### config.mk
export PLATFORM = sky130hd
export DESIGN_NAME = mips_multicycle_ctrl
export DESIGN_NICKNAME = d
export VERILOG_FILES = /design/src/rtl/mips_multicycle_ctrl.sv
export SDC_FILE = /design/constraint.sdc
export NUM_CORES = 1
export LEC_CHECK = 0
export ABC_CLOCK_PERIOD_IN_PS = 2910
export BUFFER_PORTS_ARGS = -buffer_cell sky130_fd_sc_hd__buf_4
export CORE_AREA = 2 2 39 41
export CTS_CLUSTER_DIAMETER = 50
export DETAILED_ROUTE_END_ITERATION = 6
export DIE_AREA = 0 0 41 43
export PLACE_DENSITY = 0.81
export SYNTH_ARGS = -nofsm -noshare
export SYNTH_HDL_FRONTEND = slang
export SYNTH_SLANG_ARGS = --single-unit
### constraint.sdc
create_clock -name clk -period 2.91 [get_ports clk]
set_input_delay 0.4365 -clock clk [delete_from_list [all_inputs] [get_ports clk]]
set_output_delay 0.4365 -clock clk [all_outputs]
set_load 0.05 [all_outputs]
### src/rtl/mips_multicycle_ctrl.sv
// Main control FSM for the multicycle MIPS datapath: sequences fetch, decode,
// execute, memory and write-back, and stalls on the memory-ready handshake.
module mips_multicycle_ctrl (
  input  logic       clk,
  input  logic       rst_n,
  input  logic [5:0] opcode,
  input  logic       zero,
  input  logic       mem_ready,
  output logic       pc_en,
  output logic       ior_d,
  output logic       mem_read,
  output logic       mem_write,
  output logic       ir_write,
  output logic       mem_to_reg,
  output logic       reg_dst,
  output logic       reg_write,
  output logic       alu_src_a,
  output logic [1:0] alu_src_b,
  output logic [1:0] alu_op,
  output logic [1:0] pc_source,
  output logic       illegal_op,
  output logic [3:0] state
);

  localparam logic [5:0] OP_RTYPE = 6'b000000;
  localparam logic [5:0] OP_LW    = 6'b100011;
  localparam logic [5:0] OP_SW    = 6'b101011;
  localparam logic [5:0] OP_BEQ   = 6'b000100;
  localparam logic [5:0] OP_ADDI  = 6'b001000;
  localparam logic [5:0] OP_J     = 6'b000010;

  typedef enum logic [3:0] {
    S_FETCH  = 4'd0,
    S_DECODE = 4'd1,
    S_MEMADR = 4'd2,
    S_MEMRD  = 4'd3,
    S_MEMWB  = 4'd4,
    S_MEMWR  = 4'd5,
    S_EXEC   = 4'd6,
    S_RWB    = 4'd7,
    S_BRANCH = 4'd8,
    S_ADDIEX = 4'd9,
    S_ADDIWB = 4'd10,
    S_JUMP   = 4'd11
  } state_t;

  state_t cur_state;
  state_t nxt_state;

  logic pc_write;
  logic pc_write_cond;
  logic ir_write_d;
  logic reg_write_d;
  logic mem_write_d;

  always_ff @(posedge clk or negedge rst_n) begin
    if (!rst_n) cur_state <= S_FETCH;
    else        cur_state <= nxt_state;
  end

  always_comb begin
    nxt_state     = cur_state;
    ior_d         = 1'b0;
    mem_read      = 1'b0;
    mem_write_d   = 1'b0;
    ir_write_d    = 1'b0;
    mem_to_reg    = 1'b0;
    reg_dst       = 1'b0;
    reg_write_d   = 1'b0;
    alu_src_a     = 1'b0;
    alu_src_b     = 2'b00;
    alu_op        = 2'b00;
    pc_source     = 2'b00;
    illegal_op    = 1'b0;
    pc_write      = 1'b0;
    pc_write_cond = 1'b0;
    case (cur_state)
      S_FETCH: begin
        mem_read   = 1'b1;
        alu_src_b  = 2'b01;
        ir_write_d = mem_ready;
        pc_write   = mem_ready;
        nxt_state  = mem_ready ? S_DECODE : S_FETCH;
      end
      S_DECODE: begin
        // Branch target PC + (imm << 2) is computed here speculatively.
        alu_src_b = 2'b11;
        case (opcode)
          OP_LW, OP_SW: nxt_state = S_MEMADR;
          OP_RTYPE:     nxt_state = S_EXEC;
          OP_BEQ:       nxt_state = S_BRANCH;
          OP_ADDI:      nxt_state = S_ADDIEX;
          OP_J:         nxt_state = S_JUMP;
          default: begin
            illegal_op = 1'b1;
            nxt_state  = S_FETCH;
          end
        endcase
      end
      S_MEMADR: begin
        alu_src_a = 1'b1;
        alu_src_b = 2'b10;
        nxt_state = (opcode == OP_SW) ? S_MEMWR : S_MEMRD;
      end
      S_MEMRD: begin
        mem_read  = 1'b1;
        ior_d     = 1'b1;
        nxt_state = mem_ready ? S_MEMWB : S_MEMRD;
      end
      S_MEMWB: begin
        reg_write_d = 1'b1;
        mem_to_reg  = 1'b1;
        nxt_state   = S_FETCH;
      end
      S_MEMWR: begin
        mem_write_d = 1'b1;
        ior_d       = 1'b1;
        nxt_state   = mem_ready ? S_FETCH : S_MEMWR;
      end
      S_EXEC: begin
        alu_src_a = 1'b1;
        alu_op    = 2'b10;
        nxt_state = S_RWB;
      end
      S_RWB: begin
        reg_write_d = 1'b1;
        reg_dst     = 1'b1;
        nxt_state   = S_FETCH;
      end
      S_BRANCH: begin
        alu_src_a     = 1'b1;
        alu_op        = 2'b01;
        pc_source     = 2'b01;
        pc_write_cond = 1'b1;
        nxt_state     = S_FETCH;
      end
      S_ADDIEX: begin
        alu_src_a = 1'b1;
        alu_src_b = 2'b10;
        nxt_state = S_ADDIWB;
      end
      S_ADDIWB: begin
        reg_write_d = 1'b1;
        nxt_state   = S_FETCH;
      end
      S_JUMP: begin
        pc_source = 2'b10;
        pc_write  = 1'b1;
        nxt_state = S_FETCH;
      end
      default: nxt_state = S_FETCH;
    endcase
  end

  // Write enables are masked by rst_n directly so nothing commits while reset is low.
  assign pc_en     = rst_n & (pc_write | (pc_write_cond & zero));
  assign ir_write  = rst_n & ir_write_d;
  assign reg_write = rst_n & reg_write_d;
  assign mem_write = rst_n & mem_write_d;
  assign state     = cur_state;

endmodule

**Yosys cells after proc, flatten, opt, wreduce, memory -nomap -nowiden**

Cells that the tools add are included.

- Bits in writable memories: 0
- Memories kept: 0
- Word-level logic and storage cells: 53
- Memory bits (read-only): 0
- Output and inout bits: 20
- Latch bits: 0
- Flip-flop bits (word level): 4

- Order comparisons: 0
- Add/sub/neg operators: 0
- Shifts and indexed selects: 0
- Reduce and logical (&&, ||, !) cells: 9
- Div/mod/pow operators: 0
- Mux-type cells: 21
- Bitwise gates (word level): 6
- Multipliers: 0
- Equality and inequality tests: 16

Operators with widths:

| cell | number |
|---|---|
| $pmux 4 s7 | 1 |
| $pmux 4 s5 | 1 |
| $eq 4x3->1 const B | 4 |
| $eq 4x4->1 const B | 4 |
| $eq 6x6->1 const B | 2 |
| $mux 1 | 12 |
| $mux 3 | 3 |
| $eq 4x2->1 const B | 2 |
| $pmux 2 s2 | 2 |
| $reduce_or 2->1 | 4 |
| $eq 6x2->1 const B | 1 |
| $eq 6x3->1 const B | 1 |
| $eq 6x4->1 const B | 1 |
| $logic_not 6->1 | 1 |
| $pmux 2 s3 | 1 |
| $reduce_or 6->1 | 1 |
| $and 1x1->1 | 5 |
| $eq 4x1->1 const B | 1 |
| $logic_not 4->1 | 1 |
| $reduce_or 4->1 | 1 |
| $reduce_or 3->1 | 1 |
| $pmux 1 s2 | 1 |
| $or 1x1->1 | 1 |

**Depth between registers and ports, before layout**

- Depth in word-level cells: 5
- Mapped depth: 4

**Worst setup path before layout**

OpenSTA, ideal clock, no wires.

- Kind: register to output
- From: reg cur_state[1], in the netlist state[1]
- To: out ior_d
- Path slack: 334 ps
- Cell stages (with the launch flop): 4
- Arrival: 2,140 ps
- Path through: dfrtp_1 > buf_2 > xnor2_1 > nor3b_1

- Longest elaborated chain between the ends: 3
- Elaborated cells on any way between the ends: 4
- Classes of those cells: 2 x eq/ne; 1 x mux; 1 x reduce/logical

Ends and longest elaborated chain:

| item | line | source |
|---|---|---|
| start, declared | 47 | `state_t cur_state;` |
| start signal, assigned | 58 | `else cur_state <= nxt_state;` |
| $eq 4x3->1 or $eq 4x2->1 (tied branches) | 77 | `case (cur_state)` |
| $reduce_or 2->1 (no source line) * | - |  |
| $mux 1 * | 77 |  |
| end, declared | 10 | `output logic ior_d,` |

Every way passes the cells marked *; elsewhere a longest branch is shown, timed or not.

**Worst setup path after layout**

- From: reg cur_state[1], in the netlist state[1]
- To: out pc_en

- Longest elaborated chain between the ends: 5
- Elaborated cells on any way between the ends: 8
- Classes of those cells: 2 x eq/ne; 2 x mux; 3 x bitwise; 1 x reduce/logical

Ends and longest elaborated chain:

| item | line | source |
|---|---|---|
| $eq 4x4->1 | 77 |  |
| $mux 1 | 77 |  |
| $and 1x1->1 | 156 | `assign pc_en = rst_n & (pc_write \| (pc_write_cond & zero));` |
| $or 1x1->1 * | 156 |  |
| $and 1x1->1 * | 156 |  |
| end, declared | 9 | `output logic pc_en,` |

Marked as above.

==> summary.md <==
| Metric | Value |
|---|---|
| Post-CTS sizing | 0 |
| P_sw | 463 µW |
| H-tree Lvls | 1 |
| Vias per cell | roughly 5.5 |
| Core area | approximately 1400 µm² |
| Diode count | 0 |
| Clock Skews | roughly 0.0049 ns |
| Max reg flops | 4 |
| Synth Area in XOR/XNOR | 0.0313 |
| Area fraction of the dominant cell type after synthesis | 0.179 |
| Worst R2R End | state[1] |
| DRT Pass-1 Iters | 4 |
| Post-synthesis compound-gate area fraction | 0.192 |
| Setup TNS | 0 ns |
| Cells after Synth | 75 |
| Avg WL per Cell | around 13 µm |
| Gr usage total | 0.182 |
| PortBufs | 29 |
| Post-Route WL | ~1500 µm |
| Peak fanout along the critical path | 23 |
| First-pass GRT wire length | around 2300 µm |
| # IOs | 30 |
| Tot Pwr | approximately 760 µW |
| RePlAce Congestion | around 0.78 |
| Adder-Cell Fraction of Synth Area | 0 |
| Hold WC Path Type | input port to asynchronous set/reset pin |
| Worst Path Class, Setup | flip-flop to output pin |
| Syn. warnings | 0 |
| Mapped Avg Cell Area | 7.46 µm² |
| Final hold vios | 0 |
| Die footprint | between 1500 and 2000 µm² |
| Initial antenna violation count | 0 |
| Worst-Margin Slew | 0.636 ns |
| Main combinational cell family by area after synthesis | simple AND/OR/NAND/NOR gates |
| #FFs+latches synth | 4 |
| Die Height | about 43 µm |
| Vias | ~650 |
| Largest net degree at the start of global routing | 24 |
| Layout area overhead | 40.5% |
| Initial Util | 0.404 |
| R2R Path Start | state[1] |
| Most frequent cells in the layout | buf_4 (29), nor2_1 (8), nor3_1 (8) |
| Outcome | completed |
| Static Leak | about 0.00033 µW |
| Design Area, Final | 786 µm² |
| FP Rows | 14 |
| RSZ-0062 raised after global routing | no |
| Antenna Violating Nets Remaining | 0 |
| Part of the cycle the worst path needs | 0.752 |
| Clock Latency Late Sink | between 0.2 and 0.25 ns |
| Startpoint Class | flip-flop |
| Mux share of post-synthesis cell area | 0 |
| Total of max-cap violations | 0 |
| Final setup vio count | 0 |
| Max VDD drop | around 380 µV |
| CP endpoint kind | output pin |
| Clk slew on worst S/H paths | approximately 0.04 ns |
| DRC viols | 0 |
| Register share of total power | 0.189 |
| Post-DP HPWL | about 1100 µm |
| CTS Buf Count | 3 |
| WHS | about 0.0072 ns |
| Hold-fix buffers at CTS | 0 |
| Logic gate share of total power | 0.722 |
| Period minus WS final | ~2.2 ns |
| Cell-internal power | 297 µW |
| Power share of the clock group | 0.089 |
| Area leader, netlist | dfrtp_1 |
| R2R depth | 3 |
| Achievable frequency | 457 MHz |
| Nets | between 100 and 150 |
| Worst R2R Setup Slack | between 1 and 1.5 ns |
| CTS tree | yes |
| # clock sinks | 4 |
| WP data required | 2.47 ns |
| Syn Nets | 85 |
| Critical path arrival | 1.75 ns |
| Power density cells | about 970 nW/µm² |
| Synth Area in Simple Gates | 0.530 |
| Clock buffer depth | 2 |
| Vias in the first global route | between 500 and 600 |
| Iter 0 DRT Violations | 4 |
| Post-synthesis sequential area ratio | 0.179 |
| Cell Area, Synth | around 560 µm² |
| Share of post-route cells with drive strength above 1 | 0.363 |
| Grt ovf | 0 |
| Distinct cells, synth | 36 |
| Most common cell after layout, fill and taps aside | buf_4 |
| Post-layout util | 0.568 |
| Synth area leaders | dfrtp_1 (18%), nor3_1 (7.2%), nor2b_1 (6.7%), nor3b_1 (6.7%), nor2_1 (5.4%) |
| Root buffer cell | clkbuf_4 |
| Total placed instance area | 763 µm² |
| Post-CTS setup buffers | 0 |
| Slew Limit Headroom | 0.576 |
| Die width | between 40 and 50 µm |
| Switching part of the total power | 0.610 |
| Max Slew Vio Count | 0 |
[final cells by class]
cell class | instances | area (µm²)
Clock buffer | 3 | 22.5
Multi-Input combinational cell | 65 | 422
Timing Repair Buffer | 29 | 218
Sequential cell | 4 | 100
Tap cell | 16 | 20.0
Fill cell | 141 | 598
Inverter | 1 | 3.75
[layer usage]
layer | GRT usage | wire [µm] | vias up
met2 | 0.291 | 652 | 30
met3 | 0.0471 | 143 | 0
met4 | 0.0200 | 0 | 0
met5 | 0 | 0 | -
met1 | 0.247 | 689 | 280
li1 | - | - | 335
[cell families after synthesis]
logic type      Yosys count
simple gates             49
compound gates           14
buf+inv                   6
xor+xnor                  2
flops                     4
[synth_stat cells (all sizes together)]
cell type and count:
nor2 8, nor3 8, nor2b 6, buf 5
nor3b 5, dfrtp 4, nand2 4, nand2b 4
nand3 3, o21ai 3, and3 2, nor4 2
o22ai 2, a21oi 1, a221oi 1, a311o 1
a31o 1, a41oi 1, and2 1, inv 1
nand3b 1, nand4 1, nand4b 1, nand4bb 1
o2111ai 1, o211ai 1, o21a 1, o311ai 1
or2 1, or4b 1, xnor2 1, xor2 1
[worst max-delay path by stage]
| stage | from | endpoint | slack (ns) | cells after the start |
|---|---|---|---|---|
| CTS | state[1] | pc_en | 0.73 | 3 |
| finish | state[1] | pc_en | 0.72 | 3 |
| global placement | state[1] | pc_en | 1.01 | 3 |
| global route | state[0] | reg_write | 0.60 | 4 |
| detailed placement | state[1] | pc_en | 0.97 | 3 |
| floorplan | state[1] | ior_d | 0.33 | 3 |
[worst max-delay path, cell delays in order (launching register included)]
cell and delay (ns):
dfrtp_1 0.60, or4b_1 0.56, a21oi_1 0.15, buf_4 0.21
[through the flow]
stage | cells | worst slack (ns)
final | 118 | 0.720
after detailed placement | 115 | 0.969
after CTS | 118 | 0.731
after global placement | 115 | 1.01
after global routing | 118 | 0.603
after floorplan | 75 | 0.334
[power groups by stage]
stage                     Sequential, µW  Clock, µW  Combinational, µW
final                                143       67.4                549
after global routing                 149       73.8                581
after CTS                            141       67.9                552
after detailed placement             141          0                551
after global placement               137          0                548
after floorplan                      143          0                404
No activity file was read; power rests on OpenSTA's default activity.
